<file path="config.mk">
export PLATFORM = sky130hd
export DESIGN_NAME = cfu_l2_target_shim
export DESIGN_NICKNAME = d
export VERILOG_FILES = /design/src/rtl/cfu_pkg.sv /design/src/rtl/queue.sv /design/src/rtl/cfu_l2_target_shim.sv
export SDC_FILE = /design/constraint.sdc
export NUM_CORES = 1
export LEC_CHECK = 0
export ABC_CLOCK_PERIOD_IN_PS = 4600
export BUFFER_PORTS_ARGS = -buffer_cell sky130_fd_sc_hd__buf_2
export CELL_PAD_IN_SITES_DETAIL_PLACEMENT = 1
export CELL_PAD_IN_SITES_GLOBAL_PLACEMENT = 2
export CORE_MARGIN = 8
export CORE_UTILIZATION = 39
export CTS_CLUSTER_DIAMETER = 40
export DETAILED_ROUTE_END_ITERATION = 16
export GPL_TIMING_DRIVEN = 0
export PLACE_DENSITY_LB_ADDON = 0.1
export SYNTH_ARGS = -nofsm -noshare
export SYNTH_HDL_FRONTEND = slang
export SYNTH_SLANG_ARGS = --single-unit
</file>
<file path="constraint.sdc">
create_clock -name clk -period 4.6 [get_ports clk]
set_clock_uncertainty 0.2 [all_clocks]
set_input_delay 1.38 -clock clk [delete_from_list [all_inputs] [get_ports clk]]
set_output_delay 1.38 -clock clk [all_outputs]
set_load 0.01 [all_outputs]
</file>
<file path="src/rtl/cfu_pkg.sv">
// Shared CFU-LI defaults and status encodings for the CFU-L2 adapters.
`timescale 1ns/1ps
package cfu_pkg;

    localparam int unsigned CFU_L2_DEF_CFU_ID_W   = 1;
    localparam int unsigned CFU_L2_DEF_STATE_ID_W = 1;
    localparam int unsigned CFU_L2_DEF_FUNC_ID_W  = 10;
    localparam int unsigned CFU_L2_DEF_INSN_W     = 0;
    localparam int unsigned CFU_L2_DEF_DATA_W     = 32;
    localparam int unsigned CFU_L2_DEF_STATUS_W   = 3;

    localparam logic [CFU_L2_DEF_STATUS_W-1:0] CFU_OK    = 3'd0;
    localparam logic [CFU_L2_DEF_STATUS_W-1:0] CFU_ERROR = 3'd1;

    // A zero-width field (e.g. no insn bits) still needs a one-bit port.
    function automatic int unsigned width1(input int unsigned w);
        return (w > 0) ? w : 1;
    endfunction

endpackage

</file>
<file path="src/rtl/queue.sv">
// Simple synchronous FIFO with registered head; no fall-through on push.
`timescale 1ns/1ps
module queue #(
    parameter int unsigned W = 8,
    parameter int unsigned N = 4
) (
    input  logic         clk,
    input  logic         rst,
    input  logic         push,
    input  logic [W-1:0] push_data,
    input  logic         pop,
    output logic [W-1:0] head,
    output logic         valid,
    output logic         full
);

    localparam int unsigned PTR_W = (N > 1) ? $clog2(N) : 1;
    localparam int unsigned CNT_W = $clog2(N + 1);

    logic [W-1:0]     mem [N];
    logic [PTR_W-1:0] rd_ptr;
    logic [PTR_W-1:0] wr_ptr;
    logic [CNT_W-1:0] count;
    logic             do_push;
    logic             do_pop;

    function automatic logic [PTR_W-1:0] next_ptr(input logic [PTR_W-1:0] p);
        return (p == PTR_W'(N - 1)) ? '0 : p + PTR_W'(1);
    endfunction

    assign valid   = (count != '0);
    assign full    = (count == CNT_W'(N));
    assign do_push = push && !full;
    assign do_pop  = pop && valid;
    assign head    = mem[rd_ptr];

    always_ff @(posedge clk or posedge rst) begin
        if (rst) begin
            for (int unsigned i = 0; i < N; i++) begin
                mem[i] <= '0;
            end
            rd_ptr <= '0;
            wr_ptr <= '0;
            count  <= '0;
        end else begin
            if (do_push) begin
                mem[wr_ptr] <= push_data;
                wr_ptr      <= next_ptr(wr_ptr);
            end
            if (do_pop) begin
                rd_ptr <= next_ptr(rd_ptr);
            end
            case ({do_push, do_pop})
                2'b10:   count <= count + CNT_W'(1);
                2'b01:   count <= count - CNT_W'(1);
                default: count <= count;
            endcase
        end
    end

endmodule

</file>
<file path="src/rtl/cfu_l2_target_shim.sv">
// Wraps a fixed-latency CFU-L1 leaf as a CFU-L2 target: credits bound in-flight
// work so every L1 response has a FIFO slot while the upstream switch stalls.
`timescale 1ns/1ps
module cfu_l2_target_shim
    import cfu_pkg::*;
#(
    parameter int unsigned CFU_CFU_ID_W   = CFU_L2_DEF_CFU_ID_W,
    parameter int unsigned CFU_STATE_ID_W = CFU_L2_DEF_STATE_ID_W,
    parameter int unsigned CFU_FUNC_ID_W  = CFU_L2_DEF_FUNC_ID_W,
    parameter int unsigned CFU_INSN_W     = CFU_L2_DEF_INSN_W,
    parameter int unsigned CFU_DATA_W     = CFU_L2_DEF_DATA_W,
    parameter int unsigned CFU_STATUS_W   = CFU_L2_DEF_STATUS_W,
    parameter int unsigned LATENCY        = 1,
    parameter int unsigned N_RESPS        = 4
) (
    input  logic                            clk,
    input  logic                            rst,
    input  logic                            clk_en,
    input  logic                            t_req_valid,
    output logic                            t_req_ready,
    input  logic [CFU_CFU_ID_W-1:0]         t_req_cfu,
    input  logic [CFU_STATE_ID_W-1:0]       t_req_state,
    input  logic [CFU_FUNC_ID_W-1:0]        t_req_func,
    input  logic [width1(CFU_INSN_W)-1:0]   t_req_insn,
    input  logic [CFU_DATA_W-1:0]           t_req_data0,
    input  logic [CFU_DATA_W-1:0]           t_req_data1,
    output logic                            t_resp_valid,
    input  logic                            t_resp_ready,
    output logic [CFU_STATUS_W-1:0]         t_resp_status,
    output logic [CFU_DATA_W-1:0]           t_resp_data,
    output logic                            l1_clk_en,
    output logic                            l1_req_valid,
    output logic [CFU_STATE_ID_W-1:0]       l1_req_state,
    output logic [CFU_FUNC_ID_W-1:0]        l1_req_func,
    output logic [width1(CFU_INSN_W)-1:0]   l1_req_insn,
    output logic [CFU_DATA_W-1:0]           l1_req_data0,
    output logic [CFU_DATA_W-1:0]           l1_req_data1,
    input  logic                            l1_resp_valid,
    input  logic [CFU_STATUS_W-1:0]         l1_resp_status,
    input  logic [CFU_DATA_W-1:0]           l1_resp_data
);

    localparam int unsigned N_PEND_W = $clog2(N_RESPS + 1);
    localparam int unsigned RESP_W   = CFU_STATUS_W + CFU_DATA_W;

    typedef logic [N_PEND_W-1:0] n_pend_t;

    typedef struct packed {
        logic [CFU_STATUS_W-1:0] status;
        logic [CFU_DATA_W-1:0]   data;
    } resp_t;

    n_pend_t            n_pend;
    logic               proto_err;
    logic [LATENCY-1:0] pipe_valid;
    logic [LATENCY-1:0] pipe_bad;
    logic               req_fire;
    logic               req_good;
    logic               resp_fire;
    logic               exit_valid;
    logic               exit_bad;
    logic               resp_push;
    logic               fifo_valid;
    logic               fifo_full;
    resp_t              push_resp;
    resp_t              head_resp;

    // Ready is held low during reset so nothing is accepted before release.
    assign t_req_ready = rst && clk_en && (n_pend != n_pend_t'(N_RESPS));
    assign req_fire    = t_req_valid && t_req_ready;
    assign req_good    = (t_req_cfu == '0);
    assign resp_fire   = clk_en && fifo_valid && t_resp_ready;

    assign l1_clk_en    = clk_en;
    assign l1_req_valid = req_fire && req_good;
    assign l1_req_state = t_req_state;
    assign l1_req_func  = t_req_func;
    assign l1_req_insn  = t_req_insn;
    assign l1_req_data0 = t_req_data0;
    assign l1_req_data1 = t_req_data1;

    assign exit_valid = pipe_valid[LATENCY-1];
    assign exit_bad   = pipe_bad[LATENCY-1];
    assign resp_push  = clk_en && exit_valid && !fifo_full;

    // Bad tokens and missing L1 responses both turn into error responses.
    always_comb begin
        push_resp.status = CFU_STATUS_W'(CFU_ERROR);
        push_resp.data   = '0;
        if (!exit_bad && l1_resp_valid) begin
            push_resp.status = l1_resp_status;
            push_resp.data   = l1_resp_data;
        end
    end

    always_ff @(posedge clk or negedge rst) begin
        if (!rst) begin
            n_pend     <= '0;
            pipe_valid <= '0;
            pipe_bad   <= '0;
            proto_err  <= 1'b0;
        end else if (clk_en) begin
            case ({req_fire, resp_fire})
                2'b10:   n_pend <= n_pend + n_pend_t'(1);
                2'b01:   n_pend <= n_pend - n_pend_t'(1);
                default: n_pend <= n_pend;
            endcase
            for (int unsigned i = 1; i < LATENCY; i++) begin
                pipe_valid[i] <= pipe_valid[i-1];
                pipe_bad[i]   <= pipe_bad[i-1];
            end
            pipe_valid[0] <= req_fire;
            pipe_bad[0]   <= req_fire && !req_good;
            if (exit_valid && !exit_bad && !l1_resp_valid) begin
                proto_err <= 1'b1;
            end
        end
    end

    queue #(
        .W (RESP_W),
        .N (N_RESPS)
    ) u_resp_q (
        .clk       (clk),
        .rst       (!rst),
        .push      (resp_push),
        .push_data (push_resp),
        .pop       (resp_fire),
        .head      (head_resp),
        .valid     (fifo_valid),
        .full      (fifo_full)
    );

    assign t_resp_valid  = fifo_valid;
    assign t_resp_status = head_resp.status;
    assign t_resp_data   = head_resp.data;

endmodule

</file>
==> impl_metrics.py, run 1 <==
metrics = {
    "yosys": {
        "synthFlopType": "sky130_fd_sc_hd__dfrtp_1",
        "netlist_instances": 520,
        "synth-seq-area-share_pct": 47.1,
        "synth.cell_area_um2": 8080,
        "ys_warn_count": 0,
        "ys_seq_elements": 152,
        "synth.area.top_cells": "sky130_fd_sc_hd__dfrtp_1 (47%), sky130_fd_sc_hd__mux2_4 (22%), sky130_fd_sc_hd__mux4_2 (9.8%), sky130_fd_sc_hd__buf_4 (7.2%), sky130_fd_sc_hd__mux2_2 (3.2%)",
        "syn_area_cell_um2": 15.5,
        "netlist-cell-type-count": 30,
        "synth_fp_nets": 647,
        "synth_edf_count": 0,
        "asyncSetResetFlopFracSynth_pct": 100,
        "synth_top_area_share_pct": 47.1,
        "yosysTopAreaCell": "sky130_fd_sc_hd__dfrtp_1",
    },
    "route": {
        "drt_wl_total_mm": 20.2,
        "vias_per_cell": 4.72,
        "drt_iter0_markers": 198,
        "postRouteAntennaNets": 0,
        "routedWlPerCell_um": 20.6,
        "first_pass_iters": 4,
        "vias": 4616,
        "route.detailed.drc": 0,
    },
    "floorplan": {
        "floorplan.die_area_um2": 25600,
        "ioPinCount": 233,
        "dieHeight_um": 160,
        "dieWidth_um": 160,
        "initial_core_util_pct": 39.8,
        "floorplan.core_area_um2": 20300,
        "floorplan.rows": 52,
    },
    "worst_setup_path": {
        "crit_arrival_ns": 2.69,
        "reg2reg_end": "u_resp_q.count[2]",
        "timing.rr.start": "u_resp_q.count[0]",
        "end_kind": "output pin",
        "cp_data_required_time_ns": 3.02,
        "path_class": "in -> out",
        "crit_path_start_kind": "primary input",
        "setup.reg_to_reg.worst_slack_ns": 2.09,
        "cp_max_fo": 72,
        "r2r_cells": 9,
    },
    "placed_design": {
        "finalWeightedCongestion": 0.736,
        "post-place-ws_ns": 0.288,
        "dp_hpwl_mm": 14.2,
        "port_buffers": 156,
        "placed_cells_incl_taps": 947,
    },
    "sta": {
        "setup-tns-final_ns": 0,
        "finalHoldWorstSlack_ns": 0.291,
        "slew_headroom_pct": 30.6,
        "max_fclk_mhz": 234,
        "timing.final.crit_period_ns": 4.27,
        "timing.final.setup_violations": 0,
        "final_hold_viol_count": 0,
        "number_of_max_slew_violations_in_the_final_report": 0,
        "post-route-worst-setup-slack_ns": 0.329,
        "tightest_slew_ns": 1.04,
        "post_route_clock_period_utilization_pct": 92.9,
        "rsz0062_at_grt": "no",
    },
    "cts": {
        "path_clk_slew_ns": 0.06,
        "cts-hold-fix-buffers": 0,
        "htree_levels": 4,
        "worst_skew_pair.late_latency_ns": 0.42,
        "cts-buffers-inserted": 17,
        "ctsLongestPathBuffers": 2,
        "post_cts_setup_buffers": 0,
        "cts_tree": "done",
        "cts_resized": 0,
        "cts.sinks": 152,
        "clk_root_buffer_cell": "sky130_fd_sc_hd__clkbuf_16",
    },
    "power": {
        "power_per_cell_area_nw_per_um2": 598,
        "vdd_drop_max_mv": 0.276,
        "power.static_leakage_nw": 4.88,
    },
    "layout": {
        "fraction_of_final_layout_cells_sized_beyond_drive_strength_1_pct": 65.4,
        "design.final.nets": 823,
        "final_core_util_pct": 48.5,
        "area_growth_pct": 21.8,
        "instances_no_fill": 979,
        "num_antenna_cells": 0,
    },
    "job": {
        "cap_viol_max_count": 0,
    },
    "hold_path": {
        "hold_end": "u_resp_q.count[2]",
        "hp-start": "u_resp_q.count[2]",
        "hold_class": "reg -> reg",
        "worstHoldPathCells": 1,
    },
    "grt": {
        "grt_util_all_layers_pct": 16.3,
        "globalRouteOverflowTotal": 0,
        "grt_start_max_net_pins": 83,
        "first_global_vias": 5616,
        "antenna_found_initial": 0,
        "grt_first_pass_wirelength_mm": 32.8,
    },
    "outcome": {
        "run_status": "complete, no violations",
    },
}
[synth_stat cells, types with 2 or more instances]
library cell and count:
sky130_fd_sc_hd__and2_1 34, sky130_fd_sc_hd__and3_1 2, sky130_fd_sc_hd__buf_2 5, sky130_fd_sc_hd__buf_4 77, sky130_fd_sc_hd__buf_6 12, sky130_fd_sc_hd__clkbuf_1 5
sky130_fd_sc_hd__dfrtp_1 152, sky130_fd_sc_hd__fa_1 2, sky130_fd_sc_hd__ha_1 7, sky130_fd_sc_hd__inv_1 13, sky130_fd_sc_hd__mux2_2 23, sky130_fd_sc_hd__mux2_4 120
sky130_fd_sc_hd__mux4_2 35, sky130_fd_sc_hd__nand2_1 2, sky130_fd_sc_hd__nand2b_1 2, sky130_fd_sc_hd__nor2_1 6, sky130_fd_sc_hd__nor3b_4 5, sky130_fd_sc_hd__o21ai_0 2
sky130_fd_sc_hd__xnor2_1 2, sky130_fd_sc_hd__xor2_1 4
[through the flow]
stage	total power [mW]	area (µm²)
floorplan	3.79	8080
global placement	4.39	9200
CTS	6.00	9840
detailed placement	4.50	9230
finish	5.89	9840
global route	6.26	9840
[registers in the layout, indices dropped and copies added (netlist names)]
register / flops
exit_bad: 1
n_pend: 3
u_resp_q.mem: 140
u_resp_q.rd_ptr: 2
u_resp_q.wr_ptr: 2
u_resp_q.count: 3
exit_valid: 1
[where the power goes]
part	total (mW)	switching (mW)	internal [mW]	leakage (nW)
combinational	2.23	0.882	1.35	2.57
clock	1.45	0.537	0.908	0.300
sequential	2.22	0.325	1.89	2.01
total	5.89	1.74	4.15	4.88
[critical path, cell delays in order]
cell,delay [ns]
sky130_fd_sc_hd__buf_6,0.50
sky130_fd_sc_hd__nand2_1,0.15
sky130_fd_sc_hd__a211o_1,0.37
sky130_fd_sc_hd__nor2_1,0.10
sky130_fd_sc_hd__buf_2,0.13
[worst max path at each step]
stage | startpoint | to | slack (ns) | cells past startpoint
after global placement | rst | l1_req_valid | -1.83 | 5
after detailed placement | rst | l1_req_valid | 0.29 | 5
after CTS | rst | l1_req_valid | 0.28 | 5
after floorplan | rst | l1_req_valid | 1.12 | 3
final | rst | l1_req_valid | 0.33 | 5
after global routing | rst | l1_req_valid | 0.11 | 5
[final cells by class]
| type | instances | area [µm²] |
|---|---|---|
| multi-input cells | 255 | 3470 |
| well taps | 270 | 338 |
| plain buffers | 100 | 761 |
| inverters | 13 | 48.8 |
| flip-flops and latches | 152 | 3800 |
| clock inverters | 8 | 118 |
| fillers | 2096 | 10500 |
| clock buffers | 24 | 492 |
| repair buffers | 157 | 815 |
[cell usage in the layout, fill, tap and decap left out, drive strengths merged, types with 3 or more instances in the layout]
cell type  count
and2          34
buf          252
bufinv         3
clkbuf        29
clkinv         4
dfrtp        152
ha             7
inv           13
mux2         143
mux4          35
nand2          3
nor2           6
nor3b          5
xor2           4
[routing by layer]
| metal | vias to the layer above | global-route usage (%) | wire [µm] |
|---|---|---|---|
| li1 | 2092 | - | - |
| met3 | 11 | 4.83 | 898 |
| met1 | 2405 | 19.4 | 8410 |
| met4 | 0 | 3.44 | 148 |
| met5 | - | 0 | 0 |
| met2 | 108 | 28.7 | 10700 |
[logic make-up (layout without fill, tap and decap cells)]
kind of cell	count (synthesis)	in the layout	share of synthesized area [%]
mux	179	179	35.4
flops	152	152	47.1
xor+xnor	6	6	0.650
compound gates	6	6	0.465
buf+inv	113	302	10.0
fa+ha+maj	9	9	1.58
simple gates	55	55	4.85
Power figures use the tool's default switching activity.
==> run 2, diff against run 1 <==
Settings changed: ABC_AREA set to 1, ABC_CLOCK_PERIOD_IN_PS 4600 to 3700, CORE_UTILIZATION 39 to 27, HOLD_SLACK_MARGIN set to 0.1.
Clock period 4.6 ns to 3.7 ns, I/O delays scaled along.
==> impl_metrics.py, run 2 <==
metrics = {
    "power": {
        "vdd_drop_max_mv": 0.327,
        "p_total_mw": 8.20,
        "power_per_cell_area_nw_per_um2": 789,
        "power.static_leakage_nw": 5.65,
    },
    "worst_setup_path": {
        "crit_path_start_kind": "flip-flop",
        "end_kind": "output pin",
        "crit_arrival_ns": 2.28,
        "cp_max_fo": 10,
        "cp_data_required_time_ns": 2.39,
        "path_class": "reg -> out",
    },
    "route": {
        "routedLengthMet1_mm": 16.1,
        "first_pass_iters": 5,
        "routedWlPerCell_um": 20.8,
        "drt_wl_total_mm": 34.3,
        "wl_met2_mm": 16.1,
        "drt_iter0_markers": 441,
        "met3_wirelength_mm": 1.84,
        "route.detailed.drc": 0,
        "postRouteAntennaNets": 0,
        "vias": 7986,
        "routed.top_layer": "met4",
        "vias_per_cell": 4.85,
    },
    "yosys": {
        "largest_family_of_logic_cells_by_synthesized_area": "simple AND/OR/NAND/NOR gates",
        "netlist-cell-type-count": 24,
        "yosysTopAreaCell": "sky130_fd_sc_hd__dfrtp_1",
        "ys_seq_elements": 152,
        "post_synth_and_or_nand_nor_area_fraction_pct": 30.8,
        "synthFlopType": "sky130_fd_sc_hd__dfrtp_1",
        "synth_adder_area_share_pct": 1.52,
        "synth_compound_area_share_pct": 7.06,
        "synth_xor_xnor_area_share_pct": 0.209,
        "syn_area_cell_um2": 7.89,
        "fraction_of_synthesized_area_in_multiplexers_pct": 0,
        "synth.cell_area_um2": 8370,
        "synth.area.top_cells": "sky130_fd_sc_hd__dfrtp_1 (45%), sky130_fd_sc_hd__nand2_1 (14%), sky130_fd_sc_hd__nand4_1 (11%), sky130_fd_sc_hd__buf_4 (7.0%), sky130_fd_sc_hd__nor2_1 (4.9%)",
        "ys_warn_count": 0,
        "synth_edf_count": 0,
        "netlist_instances": 1061,
        "synth-seq-area-share_pct": 45.4,
        "synth_top_area_share_pct": 45.4,
        "asyncSetResetFlopFracSynth_pct": 100,
        "synthTopCellsByCount": "sky130_fd_sc_hd__nand2_1 (306), sky130_fd_sc_hd__dfrtp_1 (152), sky130_fd_sc_hd__nand4_1 (145), sky130_fd_sc_hd__nor2_1 (109), sky130_fd_sc_hd__buf_4 (78)",
        "synth_most_common_cell": "sky130_fd_sc_hd__nand2_1",
        "synth_fp_nets": 1188,
    },
    "layout": {
        "fraction_of_final_layout_cells_sized_beyond_drive_strength_1_pct": 26.8,
        "layout_common_cells": "sky130_fd_sc_hd__nand2_1 (305), sky130_fd_sc_hd__buf_2 (195), sky130_fd_sc_hd__dfrtp_1 (152), sky130_fd_sc_hd__nand4_1 (145), sky130_fd_sc_hd__nor2_1 (109)",
        "largest_register_ffs": 140,
        "design.final.nets": 1366,
        "instances_no_fill": 1648,
        "largest_registers": "u_resp_q.mem: 140 flops, n_pend: 3 flops, u_resp_q.count: 3 flops",
        "num_antenna_cells": 0,
        "ff_latch_area_um2": 3800,
        "area_growth_pct": 24.1,
        "final_core_util_pct": 34.0,
        "most_common_cell_after_layout_fill_and_taps_aside": "sky130_fd_sc_hd__nand2_1",
        "top_register": "u_resp_q.mem",
        "fillCellCount": 3764,
        "multi_input_area_um2": 3320,
    },
    "sta": {
        "rsz0062_at_grt": "yes",
        "max_fclk_mhz": 278,
        "finalHoldWorstSlack_ns": 0.274,
        "post_route_clock_period_utilization_pct": 97.1,
        "tightest_slew_ns": 0.740,
        "slew_headroom_pct": 50.7,
        "post-route-worst-setup-slack_ns": 0.107,
        "timing.final.crit_period_ns": 3.59,
        "number_of_max_slew_violations_in_the_final_report": 0,
        "timing.final.setup_violations": 0,
        "final_hold_viol_count": 0,
    },
    "cts": {
        "ctsLongestPathBuffers": 2,
        "cts-buffers-inserted": 17,
        "cts.sinks": 152,
        "path_clk_slew_ns": 0.07,
        "htree_levels": 4,
        "worst_skew_pair.late_latency_ns": 0.44,
        "clk_root_buffer_cell": "sky130_fd_sc_hd__clkbuf_16",
        "post_cts_setup_buffers": 0,
        "cts_tree": "done",
    },
    "hold_path": {
        "hold_class": "reg -> reg",
    },
    "placed_design": {
        "post-place-ws_ns": -0.358,
        "port_buffers": 156,
        "dp_hpwl_mm": 23.9,
        "placed_cells_incl_taps": 1614,
        "finalWeightedCongestion": 0.752,
    },
    "floorplan": {
        "ioPinCount": 233,
        "floorplan.die_area_um2": 36900,
        "floorplan.core_area_um2": 30600,
        "floorplan.rows": 64,
        "dieHeight_um": 192,
        "initial_core_util_pct": 27.4,
        "dieWidth_um": 192,
    },
    "grt": {
        "antenna_found_initial": 0,
        "grt_start_max_net_pins": 79,
        "grt_first_pass_wirelength_mm": 52.0,
        "first_global_vias": 8549,
        "globalRouteOverflowTotal": 0,
        "grt_util_all_layers_pct": 18.6,
    },
    "outcome": {
        "run_status": "complete, no violations",
    },
    "job": {
        "cap_viol_max_count": 0,
    },
}
## run 2: cell count changes after synthesis, moves of 5 or more
cell,before,now
sky130_fd_sc_hd__nor2_1,6,109
sky130_fd_sc_hd__mux4_2,35,0
sky130_fd_sc_hd__o21ai_0,2,72
sky130_fd_sc_hd__o22ai_1,1,35
sky130_fd_sc_hd__inv_1,13,53
sky130_fd_sc_hd__buf_2,5,38
sky130_fd_sc_hd__nand3_1,0,6
sky130_fd_sc_hd__mux2_4,120,0
sky130_fd_sc_hd__nand2_1,2,306
sky130_fd_sc_hd__nand4_1,0,145
sky130_fd_sc_hd__nor3b_4,5,0
sky130_fd_sc_hd__mux2_2,23,0
sky130_fd_sc_hd__and2_1,34,0
sky130_fd_sc_hd__clkbuf_1,5,31
## run 2: per-layer routing
metal  global-route usage (%)  vias to the layer above
li1                         -                     3819
met1                     25.5                     3926
met4                     4.41                        0
met5                        0                        -
met2                     30.2                      222
met3                     3.25                       19
## run 2: kinds of logic (layout without fill, tap and decap cells)
kind of cell,count (synthesis),after routing
xor gates and xnor gates,2,2
adders and majority gates,9,9
AOI/OAI and AO/OA,109,109
buffers and inverters,217,408
and+or+nand+nor,572,572
DFF,152,152
## run 2: final cells by class
| type | instances | area share, % |
|---|---|---|
| multi-input cells | 692 | 31.9 |
| repair buffers | 159 | 8.55 |
| flip-flops and latches | 152 | 36.6 |
| clock inverters | 10 | 1.39 |
| plain buffers | 162 | 10.2 |
| well taps | 396 | 4.77 |
| clock buffers | 22 | 4.57 |
| inverters | 55 | 1.99 |
## run 2: where the power goes
group	switching (mW)	leakage, nW	total, mW	internal [mW]
logic	2.51	3.33	3.67	1.16
clock network	0.761	0.293	1.88	1.12
registers	0.349	2.03	2.65	2.30
## run 2: through the flow
step | area (µm²) | setup TNS (ns)
floorplan | 8370 | 0
global placement | 9650 | -237.42
finish | 10400 | 0
CTS | 10400 | 0
detailed placement | 9680 | -0.550
global route | 10400 | -0.00177
## run 2: timing repair
action / 4_1_cts / 5_1_grt
cloned: 1 / 1
resized for setup: 8 / 13
hold buffers: 0 / 0
endpoints found under the setup margin: 22 / 27
pin swaps: 0 / 0
## run 2: worst max-delay path: stages (launching register included)
cell                      delay (ns)
sky130_fd_sc_hd__dfrtp_1        0.38
sky130_fd_sc_hd__buf_2          0.22
sky130_fd_sc_hd__inv_1          0.27
sky130_fd_sc_hd__buf_2          0.39
sky130_fd_sc_hd__o21ai_0        0.17
sky130_fd_sc_hd__o22ai_1        0.22
sky130_fd_sc_hd__buf_2          0.18
## run 2: path summary, 6_finish.rpt
| path | from | endpoint | slack [ns] | cells after the start |
|---|---|---|---|---|
| worst max-delay path | u_resp_q.rd_ptr[1] | t_resp_data[3] | 0.11 | 6 |
| worst min-delay path | n_pend[0] | n_pend[0] | 0.27 | 1 |
| worst max register to register | u_resp_q.count[0] | u_resp_q.count[2] | 1.30 | 11 |
| worst min register to register | n_pend[0] | n_pend[0] | 0.27 | 1 |
| max in group asynchronous | rst | u_resp_q.mem[39] | 2.31 | 2 |
| min in group asynchronous | rst | u_resp_q.mem[124] | 0.33 | 1 |
